**src/rtl/target_bbox_tracker_pkg.sv**
```systemverilog
`default_nettype none
// ============================================================================
//  Module      : target_bbox_tracker_pkg
//  Description : Shared defaults, FSM state encoding and bounding-box type
//                for the lock-on target tracker.
//  Revision    : 1.0 - initial release
// ============================================================================
package target_bbox_tracker_pkg;

    localparam int IMG_W_DEF   = 320;
    localparam int IMG_H_DEF   = 240;
    localparam int MIN_PIX_DEF = 16;
    // Wide enough for any supported image size; callers narrow to X_W/Y_W.
    localparam int COORD_W     = 16;

    typedef enum logic [1:0] {
        IDLE    = 2'd0,
        ACCUM   = 2'd1,
        PUBLISH = 2'd2
    } state_t;

    typedef struct packed {
        logic [COORD_W-1:0] x_min;
        logic [COORD_W-1:0] x_max;
        logic [COORD_W-1:0] y_min;
        logic [COORD_W-1:0] y_max;
    } bbox_t;

endpackage
`default_nettype wire

```
**src/rtl/target_bbox_tracker_if.sv**
```systemverilog
`default_nettype none
// ============================================================================
//  Module      : target_bbox_tracker_if
//  Description : Pixel-stream input and per-frame result bundle of the tracker.
//  Revision    : 1.0 - initial release
// ============================================================================
interface target_bbox_tracker_if
    import target_bbox_tracker_pkg::*;
#(
    parameter int IMG_W = IMG_W_DEF,
    parameter int IMG_H = IMG_H_DEF
);
    localparam int X_W = $clog2(IMG_W);
    localparam int Y_W = $clog2(IMG_H);
    localparam int N_W = $clog2(IMG_W * IMG_H + 1);

    logic           frame_start;
    logic [7:0]     gray_in;
    logic           gray_valid;
    logic [7:0]     threshold;
    logic [X_W-1:0] bbox_x_min;
    logic [X_W-1:0] bbox_x_max;
    logic [Y_W-1:0] bbox_y_min;
    logic [Y_W-1:0] bbox_y_max;
    logic [N_W-1:0] hit_count;
    logic           target_found;
    logic           bbox_valid;
    logic           frame_err;

    modport master (
        output frame_start, gray_in, gray_valid, threshold,
        input  bbox_x_min, bbox_x_max, bbox_y_min, bbox_y_max,
        input  hit_count, target_found, bbox_valid, frame_err
    );

    modport slave (
        input  frame_start, gray_in, gray_valid, threshold,
        output bbox_x_min, bbox_x_max, bbox_y_min, bbox_y_max,
        output hit_count, target_found, bbox_valid, frame_err
    );

endinterface
`default_nettype wire

```
**src/rtl/target_bbox_tracker_pixel_coord_counter.sv**
```systemverilog
`default_nettype none
// ============================================================================
//  Module      : pixel_coord_counter
//  Description : Raster (x,y) position of the next accepted pixel in a frame.
//  Revision    : 1.0 - initial release
// ============================================================================
module pixel_coord_counter #(
    parameter int IMG_W = 320,
    parameter int IMG_H = 240,
    parameter int X_W   = $clog2(IMG_W),
    parameter int Y_W   = $clog2(IMG_H)
) (
    input  logic           clk,
    input  logic           reset,
    input  logic           clear,
    input  logic           advance,
    output logic [X_W-1:0] x,
    output logic [Y_W-1:0] y,
    output logic           last
);

    always_ff @(posedge clk or posedge reset) begin
        if (reset) begin
            x <= '0;
            y <= '0;
        end else if (clear) begin
            // A pixel arriving with the clear is (0,0); the next one is (1,0).
            x <= advance ? X_W'(1) : '0;
            y <= '0;
        end else if (advance) begin
            if (x == X_W'(IMG_W - 1)) begin
                x <= '0;
                y <= (y == Y_W'(IMG_H - 1)) ? '0 : y + Y_W'(1);
            end else begin
                x <= x + X_W'(1);
            end
        end
    end

    assign last = (x == X_W'(IMG_W - 1)) && (y == Y_W'(IMG_H - 1));

endmodule
`default_nettype wire

```
**src/rtl/target_bbox_tracker.sv**
```systemverilog
`default_nettype none
// ============================================================================
//  Module      : target_bbox_tracker
//  Description : Thresholds a grayscale stream and publishes a per-frame
//                bounding box and hit count of the bright target.
//  Revision    : 1.0 - initial release
// ============================================================================
module target_bbox_tracker
    import target_bbox_tracker_pkg::*;
#(
    parameter int IMG_W   = IMG_W_DEF,
    parameter int IMG_H   = IMG_H_DEF,
    parameter int MIN_PIX = MIN_PIX_DEF
) (
    input  logic                  clk,
    input  logic                  reset,
    target_bbox_tracker_if.slave  bus
);

    localparam int X_W = $clog2(IMG_W);
    localparam int Y_W = $clog2(IMG_H);
    localparam int N_W = $clog2(IMG_W * IMG_H + 1);

    localparam bbox_t c_acc_init = '{
        x_min: COORD_W'(IMG_W - 1),
        x_max: '0,
        y_min: COORD_W'(IMG_H - 1),
        y_max: '0
    };

    state_t         r_state;
    state_t         w_state_nxt;
    logic [7:0]     r_thr;
    bbox_t          r_acc;
    bbox_t          w_acc_nxt;
    logic [N_W-1:0] r_cnt;
    logic [N_W-1:0] w_cnt_nxt;
    logic [X_W-1:0] w_x;
    logic [Y_W-1:0] w_y;
    logic           w_coord_last;
    logic           w_take;
    logic           w_hit;
    logic           w_last;
    logic           w_found;
    logic [7:0]     w_thr_eff;
    logic [X_W-1:0] w_px;
    logic [Y_W-1:0] w_py;

    logic [X_W-1:0] r_x_min;
    logic [X_W-1:0] r_x_max;
    logic [Y_W-1:0] r_y_min;
    logic [Y_W-1:0] r_y_max;
    logic [N_W-1:0] r_hit_count;
    logic           r_found;
    logic           r_frame_err;
    logic           w_bbox_valid;

    // frame_start always wins: a coincident pixel belongs to the new frame.
    assign w_take    = bus.gray_valid && (bus.frame_start || (r_state == ACCUM));
    assign w_thr_eff = bus.frame_start ? bus.threshold : r_thr;
    assign w_hit     = w_take && (bus.gray_in >= w_thr_eff);
    assign w_px      = bus.frame_start ? '0 : w_x;
    assign w_py      = bus.frame_start ? '0 : w_y;
    assign w_last    = w_take && !bus.frame_start && w_coord_last;
    assign w_found   = (w_cnt_nxt >= N_W'(MIN_PIX));

    pixel_coord_counter #(
        .IMG_W (IMG_W),
        .IMG_H (IMG_H),
        .X_W   (X_W),
        .Y_W   (Y_W)
    ) u_coord (
        .clk     (clk),
        .reset   (reset),
        .clear   (bus.frame_start),
        .advance (w_take),
        .x       (w_x),
        .y       (w_y),
        .last    (w_coord_last)
    );

    always_comb begin
        w_acc_nxt = bus.frame_start ? c_acc_init : r_acc;
        w_cnt_nxt = bus.frame_start ? '0 : r_cnt;
        if (w_hit) begin
            if (COORD_W'(w_px) < w_acc_nxt.x_min) w_acc_nxt.x_min = COORD_W'(w_px);
            if (COORD_W'(w_px) > w_acc_nxt.x_max) w_acc_nxt.x_max = COORD_W'(w_px);
            if (COORD_W'(w_py) < w_acc_nxt.y_min) w_acc_nxt.y_min = COORD_W'(w_py);
            if (COORD_W'(w_py) > w_acc_nxt.y_max) w_acc_nxt.y_max = COORD_W'(w_py);
            w_cnt_nxt = w_cnt_nxt + N_W'(1);
        end
    end

    always_ff @(posedge clk or posedge reset) begin
        if (reset) begin
            r_thr <= '0;
            r_acc <= '0;
            r_cnt <= '0;
        end else begin
            if (bus.frame_start) r_thr <= bus.threshold;
            r_acc <= w_acc_nxt;
            r_cnt <= w_cnt_nxt;
        end
    end

    // Results are loaded with the last pixel so they are already stable
    // during the PUBLISH cycle that raises bbox_valid.
    always_ff @(posedge clk or posedge reset) begin
        if (reset) begin
            r_x_min     <= '0;
            r_x_max     <= '0;
            r_y_min     <= '0;
            r_y_max     <= '0;
            r_hit_count <= '0;
            r_found     <= 1'b0;
            r_frame_err <= 1'b0;
        end else begin
            r_frame_err <= bus.frame_start && (r_state == ACCUM);
            if (w_last) begin
                r_hit_count <= w_cnt_nxt;
                r_found     <= w_found;
                r_x_min     <= w_found ? w_acc_nxt.x_min[X_W-1:0] : '0;
                r_x_max     <= w_found ? w_acc_nxt.x_max[X_W-1:0] : '0;
                r_y_min     <= w_found ? w_acc_nxt.y_min[Y_W-1:0] : '0;
                r_y_max     <= w_found ? w_acc_nxt.y_max[Y_W-1:0] : '0;
            end
        end
    end

    always_ff @(posedge clk or posedge reset) begin
        if (reset) r_state <= IDLE;
        else       r_state <= w_state_nxt;
    end

    always_comb begin
        w_state_nxt = r_state;
        unique case (r_state)
            IDLE:    if (bus.frame_start) w_state_nxt = ACCUM;
            ACCUM:   if (bus.frame_start) w_state_nxt = ACCUM;
                     else if (w_last)     w_state_nxt = PUBLISH;
            PUBLISH: w_state_nxt = bus.frame_start ? ACCUM : IDLE;
            default: w_state_nxt = IDLE;
        endcase
    end

    always_comb begin
        w_bbox_valid = (r_state == PUBLISH);
    end

    assign bus.bbox_x_min   = r_x_min;
    assign bus.bbox_x_max   = r_x_max;
    assign bus.bbox_y_min   = r_y_min;
    assign bus.bbox_y_max   = r_y_max;
    assign bus.hit_count    = r_hit_count;
    assign bus.target_found = r_found;
    assign bus.bbox_valid   = w_bbox_valid;
    assign bus.frame_err    = r_frame_err;

endmodule
`default_nettype wire
```
**src/flat_wrapper.sv**
```systemverilog
// flat-port wrapper written by rule: the top's interface ports become plain ports
module target_bbox_tracker_flat import target_bbox_tracker_pkg::*;
#(
    parameter int IMG_W   = IMG_W_DEF,
    parameter int IMG_H   = IMG_H_DEF,
    parameter int MIN_PIX = MIN_PIX_DEF
)
  (clk, reset, bus_frame_start, bus_gray_in, bus_gray_valid, bus_threshold, bus_bbox_x_min, bus_bbox_x_max, bus_bbox_y_min, bus_bbox_y_max, bus_hit_count, bus_target_found, bus_bbox_valid, bus_frame_err);
  target_bbox_tracker_if #(.IMG_W(IMG_W), .IMG_H(IMG_H)) bus_i ();
  input  logic clk;
  input  logic reset;
  input wire logic [$bits(bus_i.frame_start)-1:0] bus_frame_start;
  input wire logic [$bits(bus_i.gray_in)-1:0] bus_gray_in;
  input wire logic [$bits(bus_i.gray_valid)-1:0] bus_gray_valid;
  input wire logic [$bits(bus_i.threshold)-1:0] bus_threshold;
  output wire logic [$bits(bus_i.bbox_x_min)-1:0] bus_bbox_x_min;
  output wire logic [$bits(bus_i.bbox_x_max)-1:0] bus_bbox_x_max;
  output wire logic [$bits(bus_i.bbox_y_min)-1:0] bus_bbox_y_min;
  output wire logic [$bits(bus_i.bbox_y_max)-1:0] bus_bbox_y_max;
  output wire logic [$bits(bus_i.hit_count)-1:0] bus_hit_count;
  output wire logic [$bits(bus_i.target_found)-1:0] bus_target_found;
  output wire logic [$bits(bus_i.bbox_valid)-1:0] bus_bbox_valid;
  output wire logic [$bits(bus_i.frame_err)-1:0] bus_frame_err;
  assign bus_i.frame_start = bus_frame_start;
  assign bus_i.gray_in = bus_gray_in;
  assign bus_i.gray_valid = bus_gray_valid;
  assign bus_i.threshold = bus_threshold;
  assign bus_bbox_x_min = bus_i.bbox_x_min;
  assign bus_bbox_x_max = bus_i.bbox_x_max;
  assign bus_bbox_y_min = bus_i.bbox_y_min;
  assign bus_bbox_y_max = bus_i.bbox_y_max;
  assign bus_hit_count = bus_i.hit_count;
  assign bus_target_found = bus_i.target_found;
  assign bus_bbox_valid = bus_i.bbox_valid;
  assign bus_frame_err = bus_i.frame_err;
  target_bbox_tracker #(.IMG_W(IMG_W), .IMG_H(IMG_H), .MIN_PIX(MIN_PIX)) u_core (.clk(clk), .reset(reset), .bus(bus_i));
endmodule
```
**config.mk**
```make
export PLATFORM = sky130hd
export DESIGN_NAME = target_bbox_tracker_flat
export DESIGN_NICKNAME = d
export VERILOG_FILES = /design/src/rtl/target_bbox_tracker_pkg.sv /design/src/rtl/target_bbox_tracker_if.sv /design/src/rtl/target_bbox_tracker_pixel_coord_counter.sv /design/src/rtl/target_bbox_tracker.sv /design/src/flat_wrapper.sv
export SDC_FILE = /design/constraint.sdc
export NUM_CORES = 1
export LEC_CHECK = 0
export ABC_AREA = 1
export BUFFER_PORTS_ARGS = -buffer_cell sky130_fd_sc_hd__buf_2
export CAP_MARGIN = 40
export CORE_MARGIN = 2
export CORE_UTILIZATION = 55
export DETAILED_ROUTE_END_ITERATION = 7
export GPL_TIMING_DRIVEN = 0
export PLACE_DENSITY = 0.74
export SETUP_SLACK_MARGIN = 0.02
export SYNTH_ARGS = -nofsm -noshare
export SYNTH_HDL_FRONTEND = slang
export SYNTH_SLANG_ARGS = --single-unit
```
**constraint.sdc**
```tcl
create_clock -name clk -period 6.75 [get_ports clk]
set_clock_uncertainty 0.1 [all_clocks]
set_input_delay 1.0125 -clock clk [delete_from_list [all_inputs] [get_ports clk]]
set_output_delay 1.0125 -clock clk [all_outputs]
set_load 0.05 [all_outputs]
```
Word-level counts from Yosys, hierarchy flattened
Cells that the tools add are included.
Widths: inputs -> output; s select.
{"block": "classes", "add_sub_neg": 3, "n_lt_le_gt_ge": 6, "n_eq_ne": 6, "mux": 28, "n_reduce_logical": 13}
{"op": "$mux 64", "n": 2}
{"op": "$mux 16", "n": 4}
{"op": "$mux 8", "n": 8}
{"op": "$mux 9", "n": 6}
{"op": "$mux 17", "n": 2}
{"op": "$add 17x1->17 const B", "n": 1}
{"op": "$ge 17x5->1 const B", "n": 1}
{"op": "$gt 8x16->1", "n": 1}
{"op": "$gt 9x16->1", "n": 1}
{"op": "$lt 8x16->1", "n": 1}
{"op": "$lt 9x16->1", "n": 1}
{"op": "$add 9x1->9 const B", "n": 1}
{"op": "$eq 9x9->1 const B", "n": 1}
{"op": "$add 8x1->8 const B", "n": 1}
{"op": "$eq 8x8->1 const B", "n": 1}
{"op": "$ge 8x8->1", "n": 1}
{"op": "$logic_and 1x1->1", "n": 6}
{"op": "$mux 2", "n": 3}
{"op": "$pmux 2 s3", "n": 1}
{"op": "$reduce_and 2->1", "n": 2}
{"op": "$reduce_bool 2->1", "n": 2}
{"op": "$ne 3x2->1 const B", "n": 1}
{"op": "$eq 2x1->1 const B", "n": 1}
{"op": "$eq 2x2->1 const B", "n": 1}
{"op": "other kinds (5)", "n": 6}
{"block": "totals", "register_bits": 161, "input_bits": 20, "out_inout_bits": 54}

Logic depth before layout (Yosys ltp)
{"block": "logic_depth", "ltp_word": 8, "depth_mapped": 26, "depth_no_buf": 20}

Cells and area by module
Synthesis repeated with hierarchy kept, for this count alone.
{"block": "hier_totals", "hier_cells": 1057, "area_unflattened_um2": 8663.3}
{"module": "target_bbox_tracker", "n_inst": 1, "cells_each": 921, "area_per_inst_um2": 7641.1}
{"module": "pixel_coord_counter", "n_inst": 1, "cells_each": 136, "area_per_inst_um2": 1022.2}

Worst setup path before layout
OpenSTA, ideal clock, no wires.
{"block": "synth_timing", "kind": "input to register", "startpoint": "in bus_frame_start", "endpoint": "reg u_core.r_x_max[0], in the netlist u_core.bus.bbox_x_max[0]", "setup_ps": 118, "arrival_time_ps": 3850, "required_ps": 6532, "path_slack_ps": 2682, "path_stages": 24, "path_buffers": 7, "path_cell_list": "buf_6 -> buf_6 -> buf_2 -> clkbuf_1 -> buf_1 -> o21ai_0 -> ha_1 -> nand2_1 -> nand3_1 -> nand2_1 -> nand2_1 -> nand2_1 -> nand2_2 -> nand2_2 -> buf_2 -> nand2_1 -> nand2_1 -> nor2_1 -> nand2_1 -> nor2_2 -> nand2_4 -> buf_6 -> nand3_1 -> nand2_1"}
{"block": "synth_between", "elab_chain_cells": 6, "elab_cells_between_ends": 18, "classes_between": "1 x add/sub; 3 x order compare; 8 x mux; 6 x reduce/logical"}
{"element": "start, declared", "line_no": "flat_wrapper.sv:12", "rtl": "input wire logic [$bits(bus_i.frame_start)-1:0] bus_frame_start;"}
{"element": "parallel branches: the longest is 3 deep, another holds $add 17x1->17"}
{"element": "$mux 17 (*)", "line_no": "target_bbox_tracker.sv:85", "rtl": "if (w_hit) begin"}
{"element": "net u_core.w_cnt_nxt[12]", "line_no": "target_bbox_tracker.sv:37", "rtl": "logic [N_W-1:0] w_cnt_nxt;"}
{"element": "$ge 17x5->1 (*)", "line_no": "target_bbox_tracker.sv:65", "rtl": "assign w_found = (w_cnt_nxt >= N_W'(MIN_PIX));"}
{"element": "$mux 9 (*)", "line_no": "target_bbox_tracker.sv:123", "rtl": "r_x_max <= w_found ? w_acc_nxt.x_max[X_W-1:0] : '0;"}
{"element": "end signal, assigned", "line_no": "target_bbox_tracker.sv:123"}
{"element": "end, declared", "line_no": "target_bbox_tracker.sv:50", "rtl": "logic [X_W-1:0] r_x_max;"}
Mark *: on every way through the listed nets, which the timed path passes.
A chain may end at the register's enable or synchronous reset.

==> impl_summary.log <==
INFO  metric setup_repair_after_global_routing_missed_its_margin = false
INFO  metric tightestPinTransition = 0.6663 ns
INFO  metric power-per-cell-area = 239.2 nW/um2
INFO  metric h-tree-depth = 4
INFO  metric netlist-cell-type-count = 40
INFO  metric tritoncts = yes
INFO  metric routed_wirelength = approximately 19 mm
INFO  metric finalCriticalPeriod = about 5.3 ns
INFO  metric postRouteAntennaNets = 0
INFO  metric flop_and_latch_count_out_of_synthesis = ~160
INFO  metric cp_data_arrival_time = 5.46 ns
INFO  metric cts.sink_count = ~160
INFO  metric design_area = 9435 um2
INFO  metric swShare = roughly 27%
INFO  metric start_util = 56.39%
INFO  metric design.final.nets = 1176
INFO  metric final_max_slew_viols = 0
INFO  metric top_level_ports = between 70 and 80
INFO  metric die-width = about 130 um
INFO  metric fmax = ~0.19 GHz
INFO  metric die_h = 126.3 um
INFO  metric port_buffers = 73
INFO  metric total_switching_power = just over 0.6 mW
INFO  metric status = finished, final reports clean
INFO  metric report.final.setup_viol = 0
INFO  metric critPathCaptureType = flip-flop
INFO  metric drv.max_cap_violation_count = 0
INFO  metric cellInternalPower = approximately 1.6 mW
INFO  metric mappedNetlistArea = around 8200 um2
INFO  metric wire_length_of_the_first_global_routing_pass = ~32 mm
INFO  metric r2r.worst_path.cells = 19
INFO  metric vias = between 6000 and 7000
INFO  metric cts-buffers-inserted = 17
INFO  metric synthCells = 1020
INFO  metric crit_path_start_kind = input port
INFO  metric avgRoutedWirePerCell = 14.66 um
INFO  metric synth_nets = between 1000 and 1500
INFO  metric seq_area_frac_synth = approximately half
INFO  metric clockBufferDepth = 2
INFO  metric crit_share_post_route = between 70% and 80%
INFO  metric final_routed_drc_violation_total = 0
INFO  metric place.gp.congestion = between 0.9 and 1
INFO  metric ctsHoldBuffers = 0
INFO  metric avgViaCountPerCell = approximately 5.3
INFO  metric postCtsSetupBuffers = 0
INFO  metric crit_path_max_fanout = 10
INFO  metric hold_path_class = flip-flop to flip-flop
INFO  metric final_cells = approximately 1300
INFO  metric worst_skew_pair.late_latency = 0.43 ns
INFO  metric placedCellCount = roughly 1300
INFO  metric layout.filler_cells = around 1200
INFO  metric synth-warning-count = 0
INFO  metric final_layout_size_suffix_gt1_share = around 15%
INFO  metric final-hold-violation-count = 0
INFO  metric area_delta_synth_final = 14.69%
INFO  metric gr-usage-all-layers = roughly 26%
INFO  metric antenna_cells = 0
INFO  metric grt_start_max_net_pins = 115
INFO  metric first_global_vias = 6647
INFO  metric clock_pin_slew_worst_setup_and_hold_paths = approximately 0.06 ns
INFO  metric hold-path-cell-count = 1
INFO  metric clk_root_buffer_cell = sky130_fd_sc_hd__clkbuf_16
INFO  metric globalRouteOverflowTotal = 0
INFO  metric placed_cell_area = slightly below 9000 um2
INFO  metric power_leakage = around 5.1 nW
INFO  metric coreArea = roughly 15000 um2
INFO  metric syn_area_per_cell = just over 8 um2
INFO  metric setup.worst_path.class = input port to flip-flop
INFO  metric combinationalPowerShare = between 10% and 20%
INFO  metric floorplan_row_count = 44
INFO  metric antenna_found_initial = 0
INFO  metric floorplan.die_area = 15950 um2
INFO  metric timing.max_slew.rel_slack = between 50% and 60%
INFO  metric dr.pass1.iters = 5
INFO  metric post_cts_resize_count = 0
INFO  metric drt_iter0_drc = 596
INFO  metric power.share.sequential = between 40% and 50%
INFO  metric critical_path_required = about 6.9 ns
INFO  metric dp_hpwl = between 10 and 15 mm
INFO  metric irDropWorstVdd = between 0.15 and 0.2 mV
INFO  metric clock_power_share = 41.6%
stage by stage:
stage / util, % / hold slack, ns / setup WS, ns / power, mW / setup TNS, ns
2_1_floorplan: - / 0.3181 / 1.289 / 1.261 / 0
3_3_place_gp: 60.47 / 0.3258 / -0.5247 / 1.326 / -82.75
3_5_place_dp: 60.71 / 0.3338 / 1.076 / 1.335 / 0
4_1_cts: 64.67 / 0.3424 / 1.517 / 2.266 / 0
5_1_grt: 64.67 / 0.3698 / 1.117 / 2.362 / 0
6_report: 64.67 / 0.3454 / 1.478 / 2.257 / 0
final timing paths:
check / startpoint / end / slack [ns]
worst max register to register: u_core.r_thr[1]$_DFF_PP0_ / u_core.bus.bbox_y_max[0]$_DFFE_PP0P_ / 3.68
worst min register to register: u_core.r_state[1]$_DFFE_PP0P_ / u_core.r_state[0]$_DFFE_PP0P_ / 0.35
worst max-delay path: bus_frame_start / u_core.r_acc[61]$_DFF_PP0_ / 1.48
max in group asynchronous: reset / u_core.r_acc[51]$_DFF_PP0_ / 5.25
worst min-delay path: u_core.r_state[1]$_DFFE_PP0P_ / u_core.r_state[0]$_DFFE_PP0P_ / 0.35
min in group asynchronous: reset / u_core.r_thr[1]$_DFF_PP0_ / 0.47
worst max-delay path: stages:
cell and delay, ns:
sky130_fd_sc_hd__buf_2 0.16, sky130_fd_sc_hd__buf_6 0.20, sky130_fd_sc_hd__buf_6 0.16, sky130_fd_sc_hd__buf_2 0.26, sky130_fd_sc_hd__clkbuf_1 0.55, sky130_fd_sc_hd__buf_1 0.50
sky130_fd_sc_hd__o21ai_0 0.25, sky130_fd_sc_hd__ha_1 0.34, sky130_fd_sc_hd__nand2_1 0.05, sky130_fd_sc_hd__nand3_1 0.07, sky130_fd_sc_hd__nand2_1 0.06, sky130_fd_sc_hd__nand2_1 0.06
sky130_fd_sc_hd__nand2_1 0.07, sky130_fd_sc_hd__a21oi_1 0.34, sky130_fd_sc_hd__buf_4 0.30, sky130_fd_sc_hd__clkbuf_1 0.53, sky130_fd_sc_hd__buf_1 0.44, sky130_fd_sc_hd__nor2_1 0.09
state kept, by name, indices dropped and copies added, names as in the netlist, 8 cells and up:
signal                 flops
u_core.u_coord.y           8
u_core.r_acc              64
u_core.u_coord.x           9
u_core.bus.bbox_y_max      8
u_core.bus.bbox_x_min      9
u_core.bus.bbox_y_min      8
u_core.r_cnt              17
u_core.bus.hit_count      17
u_core.r_thr               8
u_core.bus.bbox_x_max      9
placed cells by master (no fill, tap or decap), drive strengths merged, types with 4 or more instances in the layout:
cell    netlist  final
a31oi        13     13
nor3          9      9
nand2       293    293
or2           7      7
dfrtp       161    161
inv         117    122
nor2        134    134
nand3        83     83
clkinv        1      6
ha           43     43
xor2          6      6
a21oi        38     38
o21ai        34     34
a211oi        4      4
nand4        22     22
clkbuf       11     30
o22ai         5      5
buf          26    100
power by group through the flow:
stage,registers [mW],clock network [mW],logic [mW]
after floorplan,1.05,0,0.215
after global placement,1.05,0,0.279
after detailed placement,1.05,0,0.287
after CTS,1.03,0.947,0.289
after global routing,1.03,1.00,0.327
final,1.03,0.939,0.287
routing by layer:
layer	share of wire [%]	vias up	GRT usage, %
li1	-	3454	-
met1	47	3287	36.48
met2	45	167	39.28
met3	4.3	34	4.892
met4	2.9	0	9.438
met5	0	-	0
synth_stat cells (all sizes together):
| library cell | number | area share (%) |
|---|---|---|
| nand3 | 83 | 5.3 |
| a41oi | 2 | 0.21 |
| o21ai | 34 | 2.1 |
| a21oi | 38 | 2.7 |
| nor4 | 3 | 0.23 |
| dfrtp | 161 | 49 |
| clkinv | 1 | 0.046 |
| a31oi | 13 | 0.99 |
| a211oi | 4 | 0.37 |
| o21bai | 1 | 0.091 |
| nand4 | 22 | 1.7 |
| nor3 | 9 | 0.61 |
| a2bb2oi | 1 | 0.11 |
| nand2 | 293 | 14 |
| xor2 | 6 | 0.64 |
| or3 | 1 | 0.076 |
| xnor2 | 2 | 0.21 |
| inv | 117 | 5.3 |
| o21a | 2 | 0.18 |
| o22ai | 5 | 0.38 |
| buf | 26 | 2.2 |
| nand3b | 1 | 0.091 |
| or2 | 7 | 0.53 |
| ha | 43 | 6.5 |
| clkbuf | 11 | 0.50 |
| nor2 | 134 | 6.3 |
cell families (layout without fill, tap and decap cells):
kind of cell / after synthesis / after routing / share of synthesized area (%)
AOI/OAI and AO/OA: 100 / 100 / 7.118
xor gates and xnor gates: 8 / 8 / 0.8517
adders and majority gates: 43 / 43 / 6.540
buffers and inverters: 155 / 261 / 8.061
DFF: 161 / 161 / 48.97
and+or+nand+nor: 553 / 553 / 28.46
area by class of cell:
cell class	count	area [um2]	area share, %
plain buffers	37	220.2	2.334
clock buffers	19	452.9	4.800
clock inverters	13	125.1	1.326
inverters	118	450.4	4.774
multi-input cells	704	3535	37.46
flip-flops and latches	161	4029	42.70
well taps	184	230.2	2.440
repair buffers	74	392.9	4.164
Power figures use the tool's default switching activity.
